## src/rtl/lsu_pkg.sv

```systemverilog
// Shared definitions for the misalignment-splitting load/store unit:
// RV32I funct3 encodings, the controller state type and request classifiers.
package lsu_pkg;

    localparam logic [2:0] LB  = 3'b000;
    localparam logic [2:0] LH  = 3'b001;
    localparam logic [2:0] LW  = 3'b010;
    localparam logic [2:0] LBU = 3'b100;
    localparam logic [2:0] LHU = 3'b101;
    localparam logic [2:0] SB  = 3'b000;
    localparam logic [2:0] SH  = 3'b001;
    localparam logic [2:0] SW  = 3'b010;

    typedef enum logic [1:0] {
        StIdle,
        StSplit,
        StResp
    } lsu_state_e;

    function automatic logic is_legal(input logic we, input logic [2:0] func3);
        if (we) begin
            return (func3 == SB) || (func3 == SH) || (func3 == SW);
        end
        return (func3 == LB) || (func3 == LH) || (func3 == LW) ||
               (func3 == LBU) || (func3 == LHU);
    endfunction

    // Only halves and words can be misaligned; byte accesses never are.
    function automatic logic is_misaligned(input logic [2:0] func3, input logic [1:0] addr_lo);
        return ((func3[1:0] == 2'b01) && addr_lo[0]) ||
               ((func3[1:0] == 2'b10) && (addr_lo != 2'b00));
    endfunction

endpackage

```

## src/rtl/lsu_ext.sv

```systemverilog
// Combinational load-data extender: applies funct3 sign/zero extension to
// little-endian assembled bytes.
module lsu_ext
    import lsu_pkg::*;
(
    input  logic [31:0] data_i,
    input  logic [2:0]  func3_i,
    output logic [31:0] data_o
);

    always_comb begin
        data_o = '0;
        case (func3_i)
            LB:      data_o = {{24{data_i[7]}}, data_i[7:0]};
            LH:      data_o = {{16{data_i[15]}}, data_i[15:0]};
            LW:      data_o = data_i;
            LBU:     data_o = {24'b0, data_i[7:0]};
            LHU:     data_o = {16'b0, data_i[15:0]};
            default: data_o = '0;
        endcase
    end

endmodule

```

## src/rtl/lsu_misalign.sv

```systemverilog
// Load/store unit front end: passes aligned accesses straight to the data RAM
// and either splits misaligned half/word accesses into byte accesses or rejects them.
module lsu_misalign
    import lsu_pkg::*;
#(
    parameter bit MISALIGN_EN = 1'b1
) (
    input  logic        clk_i,
    input  logic        reset_i,
    input  logic        req_valid_i,
    output logic        req_ready_o,
    input  logic        req_we_i,
    input  logic [31:0] req_addr_i,
    input  logic [31:0] req_wdata_i,
    input  logic [2:0]  req_func3_i,
    output logic        resp_valid_o,
    output logic [31:0] resp_rdata_o,
    output logic        resp_err_o,
    output logic        mem_we_o,
    output logic [31:0] mem_addr_o,
    output logic [31:0] mem_wdata_o,
    output logic [2:0]  mem_func3_o,
    input  logic [31:0] mem_rdata_i
);

    lsu_state_e  state_q;
    logic        we_q;
    logic [31:0] addr_q;
    logic [31:0] wdata_q;
    logic [2:0]  func3_q;
    logic [1:0]  idx_q;
    logic [1:0]  last_q;
    logic [31:0] asm_q;
    logic [31:0] rdata_q;
    logic        err_q;

    logic        legal;
    logic        misal;
    logic        err_go;
    logic        split_go;
    logic [31:0] asm_d;
    logic [7:0]  wbyte;
    logic [31:0] ext_data;

    assign legal    = is_legal(req_we_i, req_func3_i);
    assign misal    = is_misaligned(req_func3_i, req_addr_i[1:0]);
    assign err_go   = !legal || (misal && !MISALIGN_EN);
    assign split_go = legal && misal && MISALIGN_EN;
    assign wbyte    = wdata_q[8*idx_q +: 8];

    always_comb begin
        asm_d = asm_q;
        asm_d[8*idx_q +: 8] = mem_rdata_i[7:0];
    end

    // Extension sees the final byte in the same cycle it is captured.
    lsu_ext u_ext (
        .data_i  (asm_d),
        .func3_i (func3_q),
        .data_o  (ext_data)
    );

    always_comb begin
        mem_we_o    = 1'b0;
        mem_addr_o  = req_addr_i;
        mem_wdata_o = req_wdata_i;
        mem_func3_o = req_func3_i;
        unique case (state_q)
            StIdle: begin
                mem_we_o = req_valid_i && legal && !misal && req_we_i;
            end
            StSplit: begin
                mem_addr_o  = addr_q + {30'b0, idx_q};
                mem_wdata_o = {24'b0, wbyte};
                mem_func3_o = we_q ? SB : LBU;
                mem_we_o    = we_q;
            end
            default: ;
        endcase
        // Reset is sampled at the edge, so the RAM must not write in that same cycle.
        if (reset_i) begin
            mem_we_o = 1'b0;
        end
    end

    assign req_ready_o  = (state_q == StIdle);
    assign resp_valid_o = (state_q == StResp);
    assign resp_rdata_o = rdata_q;
    assign resp_err_o   = err_q;

    always_ff @(posedge clk_i) begin
        if (reset_i) begin
            state_q <= StIdle;
            we_q    <= 1'b0;
            addr_q  <= '0;
            wdata_q <= '0;
            func3_q <= '0;
            idx_q   <= '0;
            last_q  <= '0;
            asm_q   <= '0;
            rdata_q <= '0;
            err_q   <= 1'b0;
        end else begin
            unique case (state_q)
                StIdle: begin
                    if (req_valid_i) begin
                        we_q    <= req_we_i;
                        addr_q  <= req_addr_i;
                        wdata_q <= req_wdata_i;
                        func3_q <= req_func3_i;
                        idx_q   <= '0;
                        asm_q   <= '0;
                        last_q  <= (req_func3_i[1:0] == 2'b10) ? 2'd3 : 2'd1;
                        if (err_go) begin
                            rdata_q <= '0;
                            err_q   <= 1'b1;
                            state_q <= StResp;
                        end else if (split_go) begin
                            err_q   <= 1'b0;
                            state_q <= StSplit;
                        end else begin
                            rdata_q <= req_we_i ? 32'b0 : mem_rdata_i;
                            err_q   <= 1'b0;
                            state_q <= StResp;
                        end
                    end
                end
                StSplit: begin
                    if (!we_q) begin
                        asm_q <= asm_d;
                    end
                    idx_q <= idx_q + 2'd1;
                    if (idx_q == last_q) begin
                        idx_q   <= '0;
                        rdata_q <= we_q ? 32'b0 : ext_data;
                        state_q <= StResp;
                    end
                end
                StResp: begin
                    rdata_q <= '0;
                    err_q   <= 1'b0;
                    state_q <= StIdle;
                end
                default: state_q <= StIdle;
            endcase
        end
    end

endmodule

```

## config.mk

```make
export PLATFORM = sky130hd
export DESIGN_NAME = lsu_misalign
export DESIGN_NICKNAME = d
export VERILOG_FILES = /design/src/rtl/lsu_pkg.sv /design/src/rtl/lsu_ext.sv /design/src/rtl/lsu_misalign.sv
export SDC_FILE = /design/constraint.sdc
export NUM_CORES = 1
export LEC_CHECK = 0
export CAP_MARGIN = 30
export CORE_UTILIZATION = 51
export CTS_BUF_LIST = sky130_fd_sc_hd__clkbuf_8
export CTS_CLUSTER_SIZE = 40
export DETAILED_ROUTE_END_ITERATION = 7
export GPL_TIMING_DRIVEN = 0
export HOLD_SLACK_MARGIN = 0.02
export PLACE_DENSITY = 0.83
export SYNTH_ARGS = -nofsm -noshare
export SYNTH_HDL_FRONTEND = slang
export SYNTH_SLANG_ARGS = --single-unit
```

## constraint.sdc

```tcl
create_clock -name clk_i -period 2.9 [get_ports clk_i]
set_input_delay 0.435 -clock clk_i [delete_from_list [all_inputs] [get_ports clk_i]]
set_output_delay 0.435 -clock clk_i [all_outputs]
set_load 0.02 [all_outputs]
```

---- Word-level counts from Yosys, hierarchy flattened ----
Index checks and enable logic that the tools add are counted.
Widths: inputs -> output; s select.
word-level totals
  bits in registers ....................... 139
  bits of input ports ..................... 103
  logic and storage cells ................. 91
cells by class
  add/sub/neg operators ................... 3
  equality and inequality tests ........... 17
  shifts and indexed selects .............. 3
  muxes and demuxes ....................... 33
  reductions and logical operators ........ 25
operators with widths
  operator                 number
  $mux 32                  10
  $pmux 32 s5              1
  $pmux 32 s3              1
  $pmux 32 s2              1
  $neg 5->34               1
  $shift 8x34->32 const A  1
  $shiftx 8x34->32         1
  $add 32x2->32            1
  $bwmux 32                1
  $shiftx 32x6->8          1
  $mux 2                   7
  $eq 3x3->1 const B       4
  $pmux 2 s2               2
  $reduce_and 2->1         4
  $eq 3x1->1 const B       2
  $eq 3x2->1 const B       2
  $logic_and 1x1->1        6
  $logic_not 3->1          2
  $mux 1                   6
  $mux 3                   2
  $ne 2x2->1 const B       3
  $reduce_bool 2->1        3
  $logic_or 1x1->1         5
  $eq 2x1->1 const B       2
  10 further kinds         12

---- Depth between registers and ports, before layout ----
Gate-level depths: netlist of the first run.
  depth in word-level cells ............... 11
  depth in mapped cells ................... 11
  depth with buffers taken out ............ 8

---- Hierarchy ----
A second synthesis of the first run with hierarchy kept.
unflattened totals
  cell total of the unflattened synthesis .. 1009
  area, all modules ....................... 7816.2 µm²
modules (own cells, without submodules)
  module        instances  cells each  area an instance (µm²)  seq. area each (µm²)
  lsu_misalign  1          938         7223.2                  2782.7
  lsu_ext       1          71          593.1                   0.0

---- Worst setup path before layout of the first run ----
OpenSTA, ideal clock, no wires.
  kind .................................... flip-flop to output port
  start point ............................. reg idx_q[1]
  end point ............................... out mem_addr_o[22]
  arrival time ............................ 2.475 ns
  data required time ...................... 2.465 ns
  setup slack ............................. -0.010 ns
  cell stages (with the launch flop) ...... 10
  path through ............................ dfxtp_1 -> clkbuf_1 -> inv_1 -> fa_1 -> nor2b_1 -> nand4_1 -> buf_2 -> nor3_1 -> xnor2_1 -> a21oi_1
on the way
  word-level cells in the longest chain between the ends .. 2
RTL lines
  element                 line                 source
  from (decl)             lsu_misalign.sv:31   logic [1:0] idx_q;
  from (signal assigned)  lsu_misalign.sv:132  idx_q <= idx_q + 2'd1;
  $add 32x2->32           lsu_misalign.sv:73   mem_addr_o = addr_q + {30'b0, idx_q};
  $mux 32                 lsu_misalign.sv:68   unique case (state_q)
  to (decl)               lsu_misalign.sv:20   output logic [31:0] mem_addr_o,
No other way between the ends.

---- Worst setup path after layout of the first run ----
  start point ............................. reg idx_q[1]
  end point ............................... out mem_addr_o[16]
The elaborated chain is that of the path after synthesis.

==> results of run 1 <==
==> worst paths after layout <==
path,from,endpoint,slack [ns],cells past startpoint
min reg2reg,wdata_q[21],wdata_q[21],0.46,2
max,idx_q[1],mem_addr_o[16],-0.22,10
min,req_addr_i[0],addr_q[0],0.35,3
max reg2reg,idx_q[0],resp_rdata_o[22],0.17,10
==> power by group through the flow <==
stage,Combinational [mW],Sequential [mW],Clock (mW)
floorplan,0.629,2.23,0
global placement,1.23,2.17,0
detailed placement,1.24,2.18,0
CTS,1.23,2.13,1.79
global route,1.35,2.16,1.88
finish,1.26,2.14,1.79
==> state kept, by name, indices dropped and copies added (netlist names), 2 cells and up <==
register      cells
resp_rdata_o     32
func3_q           3
idx_q             2
asm_q            32
state_q           2
addr_q           32
last_q            2
wdata_q          32
==> layout by cell type, fill, tap and decap left out, types with 23 or more instances in the layout <==
cell	instances
a211oi_1	32
a21oi_1	184
a31oi_1	32
buf_4	23
clkbuf_1	52
clkdlybuf4s50_1	150
dfxtp_1	136
nand2_1	161
nor2_1	131
nor2b_1	73
==> layout make-up <==
type,count,area share
clock inverter,15,0.0194
inverter,17,0.00620
multi-input combinational,794,0.444
timing repair buffer,217,0.194
buffer,81,0.0369
clock buffer,17,0.0215
sequential,139,0.256
tap,184,0.0211
==> metrics by stage <==
stage	hold slack, ns	power (mW)	cell area [µm²]	instances	util
floorplan	0.433	2.85	7830	1030	-
global placement	0.440	3.40	10100	1417	0.684
detailed placement	0.447	3.42	10100	1417	0.684
CTS	0.332	5.16	10800	1459	0.730
global route	0.376	5.38	10900	1464	0.739
finish	0.345	5.19	10900	1464	0.739
==> logic make-up after synthesis <==
family	count (synthesis)
buffers and inverters	98
xor gates and xnor gates	32
muxes	20
DFF	139
AOI/OAI and AO/OA	293
and+or+nand+nor	436
adders and majority gates	12
==> per-layer routing <==
metal	share of wire	vias up
li1	-	4037
met2	0.48	380
met5	0	-
met3	0.078	55
met1	0.42	3862
met4	0.021	0
==> cell usage after synthesis, types with 9 or more instances <==
cell	n
buf_2	16
ha_1	11
inv_1	17
dfxtp_1	139
nand3_1	20
a21oi_1	192
xnor2_1	24
nor4_2	9
clkbuf_1	59
nor2_1	134
a211oi_2	10
mux2_2	10
nand2_1	161
a211oi_1	32
a31oi_1	32
nor2b_1	74
==> worst max-delay path: stages (launching register included) <==
cell and delay, ns:
dfxtp_4 0.38, clkbuf_16 0.13, clkinvlp_4 0.09, fa_2 0.37, nor2b_4 0.15, nand4_1 0.24
buf_6 0.25, nor3_4 0.13, xnor2_1 0.12, a21oi_2 0.18, buf_4 0.16
==> repair_timing <==
item	in CTS	in global routing
pin swaps	9	11
resized for setup	149	40
gates cloned	1	1
setup endpoints to repair	94	65
buffers inserted	9	4
==> impl_results.md, run 1 <==
* Syn Inst Count at 1030
* ANT cells at 0
* Antenna Violating Nets Remaining at 0
* Post-synth cell types at 56
* Core Area at 14800 µm²
* Yosys top cell area share at 0.356
* Number of fill cells in the layout at 1135
* Clock network power share at 0.345
* Syn-to-layout area delta at 39.6%
* Die X-Extent at approximately 130 µm
* Tmin final at between 3 and 4 ns
* Met3 Use GR at 0.0722
* Number of nets in the layout at 1382
* Total global-route track usage at 0.311
* Initial antenna violation count at 0
* P_sw at 1.64 mW
* Via/cell ratio at 5.69
* Synth Cell Area at about 8000 µm²
* Routed WL at 25.0 mm
* Post-synthesis sequential area ratio at 0.356
* Internal at around 3.5 mW
* # hold bufs at CTS at 0
* CP Launch Type: register
* Worst-Margin Slew at 0.688 ns
* # IOs at 206
* Max_slew headroom at 0.542
* XOR/XNOR Fraction of Synth Area at 0.0359
* Setup_tns at -1.80 ns
* Ys flop type: dfxtp_1
* Fmax at between 300 and 400 MHz
* PwrDens at 476 nW/µm²
* Die ar. at 15800 µm²
* Max FO, Critical Path at 5
* CTS Root Cell: clkbuf_8
* Unrepaired setup endpoints after global routing: true
* # rows at 44
* Global route overflow at 0
* Worst hold path type: input port to register
* Clk sinks at 139
* CTS buffer count at 17
* Largest net degree at the start of global routing at 17
* Die span in y at 126 µm
* Final setup vio count at 14
* CP arrival at 2.68 ns
* Combinational share of power at 0.243
* Setup slack at placement at -0.989 ns
* Synth Area in Compound Gates at 0.229
* Initial core utilization at 0.529
* CP Capture Type: primary output
* Seq cells post-synth at 139
* Post-synthesis mux area share at 0.0401
* Grt met2 use at 0.512
* CTS tree: built
* Seq. cell area at around 2800 µm²
* Post-synth EDFFs at 0
* Yosys warns at 0
* Status: finished, violations left
* Footprint of the multi-input gates at 4840 µm²
* Number of remaining DRC errors at 0
* PortBufs at 203
* Max H-tree Level at 4
* Met1 Usage GRT at 0.399
* Routability Congestion at slightly above 0.9
* Syn Nets at 1145
* Worst skew pair latency at 0.48 ns
* WP data required at 2.47 ns
* GR peak layer: met2
* Synth top area cells: dfxtp_1 36%, a21oi_1 12%, nand2_1 7.7%
* Worst vdd ir at 0.000281 V
* Final hold violation count at 0
* Yosys top cell by area: dfxtp_1
* MaxCap Viol Count at 0
* Leakage at between 4 and 5 nW
* Failing checks: negative setup slack
* Reg power frac at 0.412
* Vias in the first global route at 7809
* First-pass GRT wire length at 39.3 mm
* Syn_area_per_cell at 7.58 µm²
* DRT iter0 DRCs at between 700 and 800
* Async SR Flop Fraction at 0
* Final WS setup at -0.218 ns
* Simple-gate share of the synthesized area at 0.267
* Sw Share at 0.317
* Fin. max-slew vios at 0
* Crit Path Category: register to primary output
* TritonRoute pass-1 iters at 6
* DR WL/cell at roughly 17 µm
* Clk slew on worst S/H paths at roughly 0.08 ns
* Combinational family with the most area after synthesis: simple AND/OR/NAND/NOR gates
* DP HPWL at around 18 mm
* Clock Path Buffers at 2
* Final period util at 1.08
* Via count at 8334
* Layout cells sized above 1 at 0.139
* Fin Clk Skew at around 0.019 ns
* Post-Synth Adder-Cell Area at 0.0202
Power figures use the tool's default switching activity.
==> inputs of run 2 (changes only) <==
- CAP_MARGIN: 30 -> 0
==> results of run 2 <==
The final DEF is identical to that of run 1; final timing and power are the same.
==> inputs of run 3 (changes only) <==
- TNS_END_PERCENT: not set -> 50
==> run 3 against run 2 <==
Net effect:
- largest power group unchanged
- worst setup slack better by 0.093 ns
- total power is 8.6% lower
- critical endpoint is now mem_addr_o[28]
- final area is 2.0% lower
- the flow still finishes with violations (negative setup slack)
- critical path depth is 1 higher
- utilization is 1.5 points lower
- die area stayed put
==> impl_results.md, run 3 (synthesis gave the netlist of run 1 again) <==
* ANT cells at 0 (unchanged)
* Syn-to-layout area delta at 36.8%
* Fin. max-slew vios at 0 (unchanged)
* Reg2reg end: resp_rdata_o[26]
* Status: finished, violations left
* Seq. cell area at 2790 µm² (about the same)
* Antenna Violating Nets Remaining at 0 (unchanged)
* Via/cell ratio at 5.69 (-0.13%)
* Tmin final at 3.03 ns (-0.0932 ns)
* CTS Root Cell: clkbuf_8
* Die X-Extent at 126 µm (unchanged)
* Cell total after placement at 1417 (unchanged)
* Max FO, Critical Path at 5 (unchanged)
* Commonest non-fill, non-tap cell in the layout: a21oi_1
* Max H-tree Level at 4 (unchanged)
* Most used cell, CP: buf_4
* MaxCap Viol Count at 0 (unchanged)
* # IOs at 206 (unchanged)
* Hold Crit Endpoint: addr_q[0]
* Final core utilization at 0.724 (-0.0146)
* WP data required at 2.47 ns (about the same)
* Unrepaired setup endpoints after global routing: true
* Routed WL at 24.4 mm (-2.5%)
* CP arrival at 2.59 ns (-0.09 ns)
* Clk slew on worst S/H paths at 0.07 ns (about the same)
* Final WS setup at -0.125 ns (+0.0932 ns)
* CP Capture Type: primary output
* DP HPWL at 17.6 mm (+0.54%)
* Routability Congestion at 0.959 (+4.2%)
* Hold_sp: req_addr_i[0]
* Core Area at 14800 µm² (unchanged)
* Final period util at 1.04 (-0.0321)
* Worst-Margin Slew at 0.736 ns (+0.0485 ns)
* Fmax at 331 MHz (+3.1%)
* Critical-path cell list: clkbuf_16 > inv_4 > fa_2 > nor2b_4 > nand4_1 > buf_4 > buf_6 > nor4_4 > xnor2_1 > a21oi_1 > buf_4
* R2r setup slk at 0.14 ns (-0.03 ns)
* Die ar. at 15800 µm² (unchanged)
* First-pass GRT wire length at 38.6 mm (-1.8%)
* CP Launch Type: register
* Clk sinks at 139 (unchanged)
* Initial antenna violation count at 0 (unchanged)
* DRT iter0 DRCs at 829 (+15%)
* FF-to-FF path depth at 10 (unchanged)
* Clock Path Buffers at 2 (unchanged)
* Crit Path Category: register to primary output
* PwrDens at 444 nW/µm² (-6.8%)
* Fin cells at 1459 (-0.34%)
* Setup_tns at -0.916 ns (+0.884 ns)
* Max_slew headroom at 0.509 (-0.0323)
* Worst setup startpoint: idx_q[1]
* Fin Clk Skew at 0.00745 ns (-0.0112 ns)
* Footprint of the multi-input gates at 4830 µm² (-0.21%)
* PortBufs at 203 (unchanged)
* Max incr delay on CP at 0.38 ns (about the same)
* CTS buffer count at 17 (unchanged)
* Number of remaining DRC errors at 0 (unchanged)
* Most frequent cells in the layout: 188 x a21oi_1, 162 x clkdlybuf4s50_1, 161 x nand2_1
* Final setup vio count at 11 (-3)
* DR WL/cell at 16.7 µm (-2.2%)
* Final hold violation count at 0 (unchanged)
* Via count at 8295 (-0.47%)
* Hold path cells at 3 (unchanged)
* Failing checks: negative setup slack
* Reg-to-reg startpoint: idx_q[0]
* CTS tree: built
* Final Power at 4.74 mW (-8.6%)
* Worst hold path type: input port to register
* Total global-route track usage at 0.306 (-0.00522)
* TritonRoute pass-1 iters at 5 (-1)
* Layout cells sized above 1 at 0.125 (-0.0136)
* Global route overflow at 0 (unchanged)
* Leakage at 3.93 nW (-3.5%)
* Die span in y at 126 µm (unchanged)
* Number of fill cells in the layout at 1211 (+6.7%)
* Largest net degree at the start of global routing at 17 (unchanged)
* Number of nets in the layout at 1377 (-0.36%)
* Worst skew pair latency at 0.47 ns (about the same)
* Worst vdd ir at 0.000298 V (+6.2%)
* # hold bufs at CTS at 0 (unchanged)
* Vias in the first global route at 7705 (-1.3%)
* Slowest stage cell, crit path: dfxtp_4
* Initial core utilization at 0.529 (unchanged)
* # rows at 44 (unchanged)
## run 3: layout make-up
| class | instances | area share |
|---|---|---|
| inverter | 17 | 0.00621 |
| buffer | 80 | 0.0370 |
| clock inverter | 13 | 0.00597 |
| multi-input combinational | 793 | 0.452 |
| clock buffer | 19 | 0.0245 |
| sequential | 139 | 0.261 |
| tap | 184 | 0.0216 |
| timing repair buffer | 214 | 0.191 |
## run 3: report_power, final
group	internal, mW	switching (mW)	total [mW]
Clock	0.609	0.748	1.36
Combinational	0.552	0.694	1.25
Sequential	2.04	0.100	2.14
## run 3: worst max path at each step
stage | endpoint | slack, ns
floorplan | mem_addr_o[26] | -0.004
global placement | mem_addr_o[30] | -0.99
finish | mem_addr_o[28] | -0.13
detailed placement | mem_addr_o[10] | -1.03
CTS | mem_addr_o[28] | -0.15
global route | mem_addr_o[26] | -0.23
## run 3: timing repair
item | CTS | global route
buffers inserted | 6 | 3
gates resized for setup | 138 | 27
gates cloned | 1 | 1
pin swaps | 18 | 16
setup endpoints to repair | 89 | 45
## run 3: per-stage QoR
step / instance area [µm²] / hold WS [ns] / setup WS (ns)
final: 10700 / 0.350 / -0.125
after global placement: 10100 / 0.440 / -0.993
after global routing: 10700 / 0.395 / -0.229
after floorplan: 7820 / 0.433 / -0.00368
after CTS: 10600 / 0.340 / -0.154
after detailed placement: 10100 / 0.447 / -1.03
## run 3: layer usage
layer  vias to the layer above  track usage  routed length [µm]  part of all wire
li1                       4012            -                   -                 -
met1                      3854        0.389               10400              0.43
met2                       377        0.506               11300              0.46
met3                        52       0.0620                1970             0.081
met4                         0        0.126                 696             0.029
met5                         -            0                   0                 0
## run 3: worst max-delay path: cells and delay by family (launching register included)
family	cells	cell delay [ns]
compound gates	1	0.09
buf+inv	5	0.69
fa+ha+maj	1	0.36
flops	1	0.38
xor+xnor	1	0.16
simple gates	3	0.44
